--- src/rtl/cosine_loss_vec_streamer.sv ---
// Interleaves a prediction and a target buffer into one valid/ready word stream for the cosine-loss operator.
// Optional trailing XOR checksum word: define COSLOSS_TX_CHECKSUM_EN.
module cosine_loss_vec_streamer #(
    parameter int DEPTH  = 64,
    parameter int ADDR_W = 6
) (
    input  logic              clk,
    input  logic              rst_n,
    input  logic              wr_en,
    input  logic              wr_sel,
    input  logic [ADDR_W-1:0] wr_addr,
    input  logic [31:0]       wr_data,
    input  logic              start,
    input  logic [ADDR_W:0]   vec_len,
    output logic              busy,
    output logic              done,
    output logic              err,
    output logic              valid_out,
    input  logic              ready_in,
    output logic [31:0]       output_data,
    output logic              last_out
);

    localparam logic [1:0] IDLE    = 2'd0;
    localparam logic [1:0] SEND    = 2'd1;
    localparam logic [1:0] DONE_ST = 2'd2;

    localparam logic [ADDR_W:0] MAX_LEN = (ADDR_W+1)'(DEPTH);

    logic [1:0]        state;
    logic [ADDR_W-1:0] idx;
    logic [ADDR_W:0]   len;
    logic              sel;
    logic [31:0]       pred_mem [DEPTH];
    logic [31:0]       tgt_mem  [DEPTH];
    logic [31:0]       data_word;
    logic              len_ok;
    logic              fire;
    logic              last_data;

    assign len_ok    = (vec_len != '0) && (vec_len <= MAX_LEN);
    assign data_word = sel ? tgt_mem[idx] : pred_mem[idx];
    assign last_data = sel && ({1'b0, idx} == (len - 1'b1));
    assign busy      = (state == SEND);
    assign valid_out = (state == SEND);
    assign done      = (state == DONE_ST);
    assign fire      = valid_out && ready_in;

    // Buffers are frozen while a frame is on the wire so the stream is self-consistent.
    always_ff @(posedge clk) begin
        if (wr_en && state != SEND) begin
            if (wr_sel)
                tgt_mem[wr_addr] <= wr_data;
            else
                pred_mem[wr_addr] <= wr_data;
        end
    end

`ifdef COSLOSS_TX_CHECKSUM_EN
    logic        ck_phase;
    logic [31:0] csum;

    assign output_data = (state == SEND) ? (ck_phase ? csum : data_word) : 32'd0;
    assign last_out    = (state == SEND) && ck_phase;
`else
    assign output_data = (state == SEND) ? data_word : 32'd0;
    assign last_out    = (state == SEND) && last_data;
`endif

    always_ff @(posedge clk or negedge rst_n) begin
        if (!rst_n) begin
            state <= IDLE;
            idx   <= '0;
            len   <= '0;
            sel   <= 1'b0;
            err   <= 1'b0;
`ifdef COSLOSS_TX_CHECKSUM_EN
            ck_phase <= 1'b0;
            csum     <= 32'd0;
`endif
        end else begin
            err <= 1'b0;
            case (state)
                IDLE: begin
                    if (start) begin
                        if (len_ok) begin
                            len   <= vec_len;
                            idx   <= '0;
                            sel   <= 1'b0;
                            state <= SEND;
`ifdef COSLOSS_TX_CHECKSUM_EN
                            ck_phase <= 1'b0;
                            csum     <= 32'd0;
`endif
                        end else begin
                            err <= 1'b1;
                        end
                    end
                end
                SEND: begin
                    if (fire) begin
`ifdef COSLOSS_TX_CHECKSUM_EN
                        if (ck_phase) begin
                            state <= DONE_ST;
                        end else begin
                            csum <= csum ^ data_word;
                            if (last_data)
                                ck_phase <= 1'b1;
                            if (sel) begin
                                sel <= 1'b0;
                                idx <= idx + 1'b1;
                            end else begin
                                sel <= 1'b1;
                            end
                        end
`else
                        if (last_data)
                            state <= DONE_ST;
                        if (sel) begin
                            sel <= 1'b0;
                            idx <= idx + 1'b1;
                        end else begin
                            sel <= 1'b1;
                        end
`endif
                    end
                end
                DONE_ST: state <= IDLE;
                default: state <= IDLE;
            endcase
        end
    end

endmodule

--- config.mk ---
export PLATFORM = sky130hd
export DESIGN_NAME = cosine_loss_vec_streamer
export DESIGN_NICKNAME = d
export VERILOG_FILES = /design/src/rtl/cosine_loss_vec_streamer.sv
export SDC_FILE = /design/constraint.sdc
export NUM_CORES = 2
export LEC_CHECK = 0
export CAP_MARGIN = 10
export CORE_ASPECT_RATIO = 1.75
export CORE_UTILIZATION = 55
export CTS_CLUSTER_DIAMETER = 200
export DETAILED_ROUTE_END_ITERATION = 12
export HOLD_SLACK_MARGIN = 0.06
export PLACE_DENSITY = 0.74
export SLEW_MARGIN = 30
export SYNTH_ARGS = -nofsm -noshare
export SYNTH_HDL_FRONTEND = slang
export SYNTH_SLANG_ARGS = --single-unit
--- constraint.sdc ---
create_clock -name clk -period 6.8 [get_ports clk]
set_clock_uncertainty 0.1 [all_clocks]
set_input_delay 1.36 -clock clk [delete_from_list [all_inputs] [get_ports clk]]
set_output_delay 1.36 -clock clk [all_outputs]
set_load 0.03 [all_outputs]
==> summary.md <==
| Metric | Value |
|---|---|
| First-pass GRT wire length | `646.8 mm` |
| TritonCTS clock tree | `built` |
| Initial DRC count | `13440` |
| # setup viols final | `4` |
| Final setup margin | `-0.1043 ns` |
| Post-DRT Antenna Nets | `0` |
| Most frequent cells in the layout | `edfxtp_1, mux4_2, mux2i_1` |
| Total CTS buffers | `337` |
| Slowest cell delay on critical path | `0.83 ns` |
| Area growth, synth to finish | `12.39%` |
| GRT Total Usage | `32.87%` |
| Crit path max fanout | `35` |
| Nets | `7765` |
| Hold Crit Class | `input pin to async pin` |
| Crit start category | `flip-flop` |
| Clock-pin slew on the worst setup and hold paths | `0.08 ns` |
| Congestion Overflow GR | `0` |
| H-tree depth | `5` |
| Die ar. | `288800 sq um` |
| Post-synthesis cell area | `157600 sq um` |
| CP Capture Type | `output pin` |
| Post-synth top area share | `78.04%` |
| Clock buffer depth | `4` |
| Slew HR | `21.13%` |
| Reg2reg path depth | `5` |
| Crit path to | `output_data[24]` |
| Violated checks | `setup timing` |
| Placed cell area | `166100 sq um` |
| Worst EP required | `5.34 ns` |
| Worst VDD drop | `0.0003275 V` |
| Stages on the worst setup path | `8` |
| Worst Hold Slack | `0.3166 ns` |
| Clock root cell | `clkbuf_16` |
| Via count of the first global-routing pass | `81900` |
| Buf+Inv Stages, Crit Path | `3` |
| Leakage power | `0.05551 uW` |
| Syn nets | `7288` |
| Final worst-path cycle share | `101.5%` |
| Die Ht | `710.1 um` |
| Most used DFF post-synth | `edfxtp_1` |
| Cell area after layout | `177100 sq um` |
| Placed wire-length estimate | `283.9 mm` |
| Power per cell area | `388.5 nW/um^2` |
| CP cell instances | `buf_12 > buf_4 > mux4_2 > a22o_1 > a2111oi_2 > nor3_2 > or4_1 > buf_4` |
| R2r endpoint | `pred_mem[4][25]$_DFFE_PP_` |
| Synth Instances | `7235` |
| CP max stage cell | `dfrtp_4` |
| Run status | `complete, but fails checks` |
| Max-cap viol count | `0` |
| Starting density of the core | `55.39%` |
| Worst-Margin Slew | `1.171 ns` |
| Fin crit period | `6.904 ns` |
| Avg Inst Size Synth | `21.78 sq um` |
| Post-Route WL | `475.3 mm` |
| Slew Limit Fails | `0` |
| CORE AREA | `284500 sq um` |
| Yosys top cell by area | `edfxtp_1` |
| I/O Buffers | `87` |
| Post-synth EDFFs | `4096` |
| Total power | `68810 uW` |
| Distinct cells, synth | `63` |
| WP data arrival | `5.44 ns` |
| Worst r2r src | `state[1]$_DFFE_PN0P_` |
| Fmax | `144.8 MHz` |
| Commonest non-fill, non-tap cell in the layout | `edfxtp_1` |
| Drc violations | `0` |
| TritonCTS Sinks | `4113` |
| Critical path's top delay family | `buffers and inverters` |
| GP Congestion | `0.9321` |
| DR pass1 iterations | `8` |
| RSZ-0062 raised after global routing | `false` |
| Cell seen most often among critical-path stages | `buf_4` |
| Vias per cell | `7.102` |
| R2R setup slack | `2.80 ns` |
| Setup Slack @ Placement | `0.8896 ns` |
| Initial antenna violation count | `35` |
| Post-synthesis register bit count | `4113` |
| CP Class | `flip-flop to output pin` |
| Via count | `83650` |
| Clock latency on the worst-skew pair | `0.91 ns` |
| Syn. warnings | `0` |
| WL/cell | `40.35 um` |
| Sequential share of the synthesized area | `78.31%` |
| Io pins | `88` |
| Final Hold Fails | `0` |
| Share of layout cells above drive strength 1 | `25.00%` |
| Synth async-reset ratio | `0.4133%` |
| Crit path from | `idx[1]$_DFFE_PN0P_` |
| # rows | `259` |
| Die W | `406.7 um` |
| Largest cells by area after synthesis | `edfxtp_1, mux4_2, mux2i_1` |
| Largest net degree at the start of global routing | `114` |
## metal layers
layer / vias up / track usage (%) / wire (um)
met1: 43420 / 39.57 / 147700
met4: 24 / 24.93 / 43590
met3: 1642 / 7.051 / 56510
met2: 7058 / 52.20 / 227300
li1: 31500 / - / -
met5: - / 0 / 170
## kinds of logic (layout without fill, tap and decap cells)
group | Yosys count | count (layout) | share of synthesized area, %
other cells | 0 | 23 | 0
mux | 1381 | 1381 | 14.95
flops | 4113 | 4113 | 78.31
fa+ha+maj | 2 | 2 | 0.01588
simple gates | 476 | 476 | 1.377
buf+inv | 429 | 1165 | 1.666
xor+xnor | 12 | 12 | 0.06669
compound gates | 822 | 822 | 3.611
## how the worst min path moves through the flow
stage	from	slack, ns	endpoint
global placement	len[6]$_DFFE_PN0P_	0.39	len[6]$_DFFE_PN0P_
global route	rst_n	0.33	idx[0]$_DFFE_PN0P_
finish	rst_n	0.32	idx[2]$_DFFE_PN0P_
CTS	rst_n	0.28	idx[0]$_DFFE_PN0P_
detailed placement	len[6]$_DFFE_PN0P_	0.41	len[6]$_DFFE_PN0P_
floorplan	len[6]$_DFFE_PN0P_	0.37	len[6]$_DFFE_PN0P_
## cell type report
class	instances	area, sq um
fillers	18610	107400
inverters	11	41.29
well taps	3784	4735
multi-input cells	2693	32810
flip-flops and latches	4113	123400
repair buffers	556	5197
clock buffers	392	8725
diodes	23	57.56
clock inverters	206	2120
## report_power, final
part / switching (uW) / leakage (uW) / internal [uW]
logic: 13300 / 0.0132 / 7740
clock network: 8960 / 0.00531 / 10800
registers: 184 / 0.0370 / 27900
## cell usage after synthesis, drive strengths merged (9+ instances only)
cell type,n
o21ai,109
a2111oi,26
o22a,9
nor2b,10
o221ai,90
mux2i,594
nor2,202
a221oi,18
a22oi,111
mux4,777
a31oi,10
dfrtp,17
nor3,20
o22ai,118
nand3,31
nand3b,10
a21oi,144
clkbuf,151
inv,9
mux2,10
o2111ai,11
a211oi,95
or3,17
nand2b,10
edfxtp,4096
a22o,55
nand4,16
buf,267
nand2,123
## sequential cells by signal (all words and copies together), names as in the netlist
signal,flops
idx,6
err,1
state,2
sel,1
tgt_mem,2048
pred_mem,2048
len,7
## repair_timing
item / 4_1_cts / 5_1_grt
resized for setup: 5 / 1
hold buffers: 0 / 0
buffers inserted: 0 / 4
endpoints found under the setup margin: 5 / 2
## per-stage QoR
stage,utilization [%],TNS (ns),instances
6_report,62.25,-0.2481,11780
5_1_grt,62.24,0,11760
4_1_cts,62.19,0,11750
3_5_place_dp,58.37,0,11150
3_3_place_gp,58.18,0,11130
2_1_floorplan,-,0,7235
(Power assumes the default switching activity.)
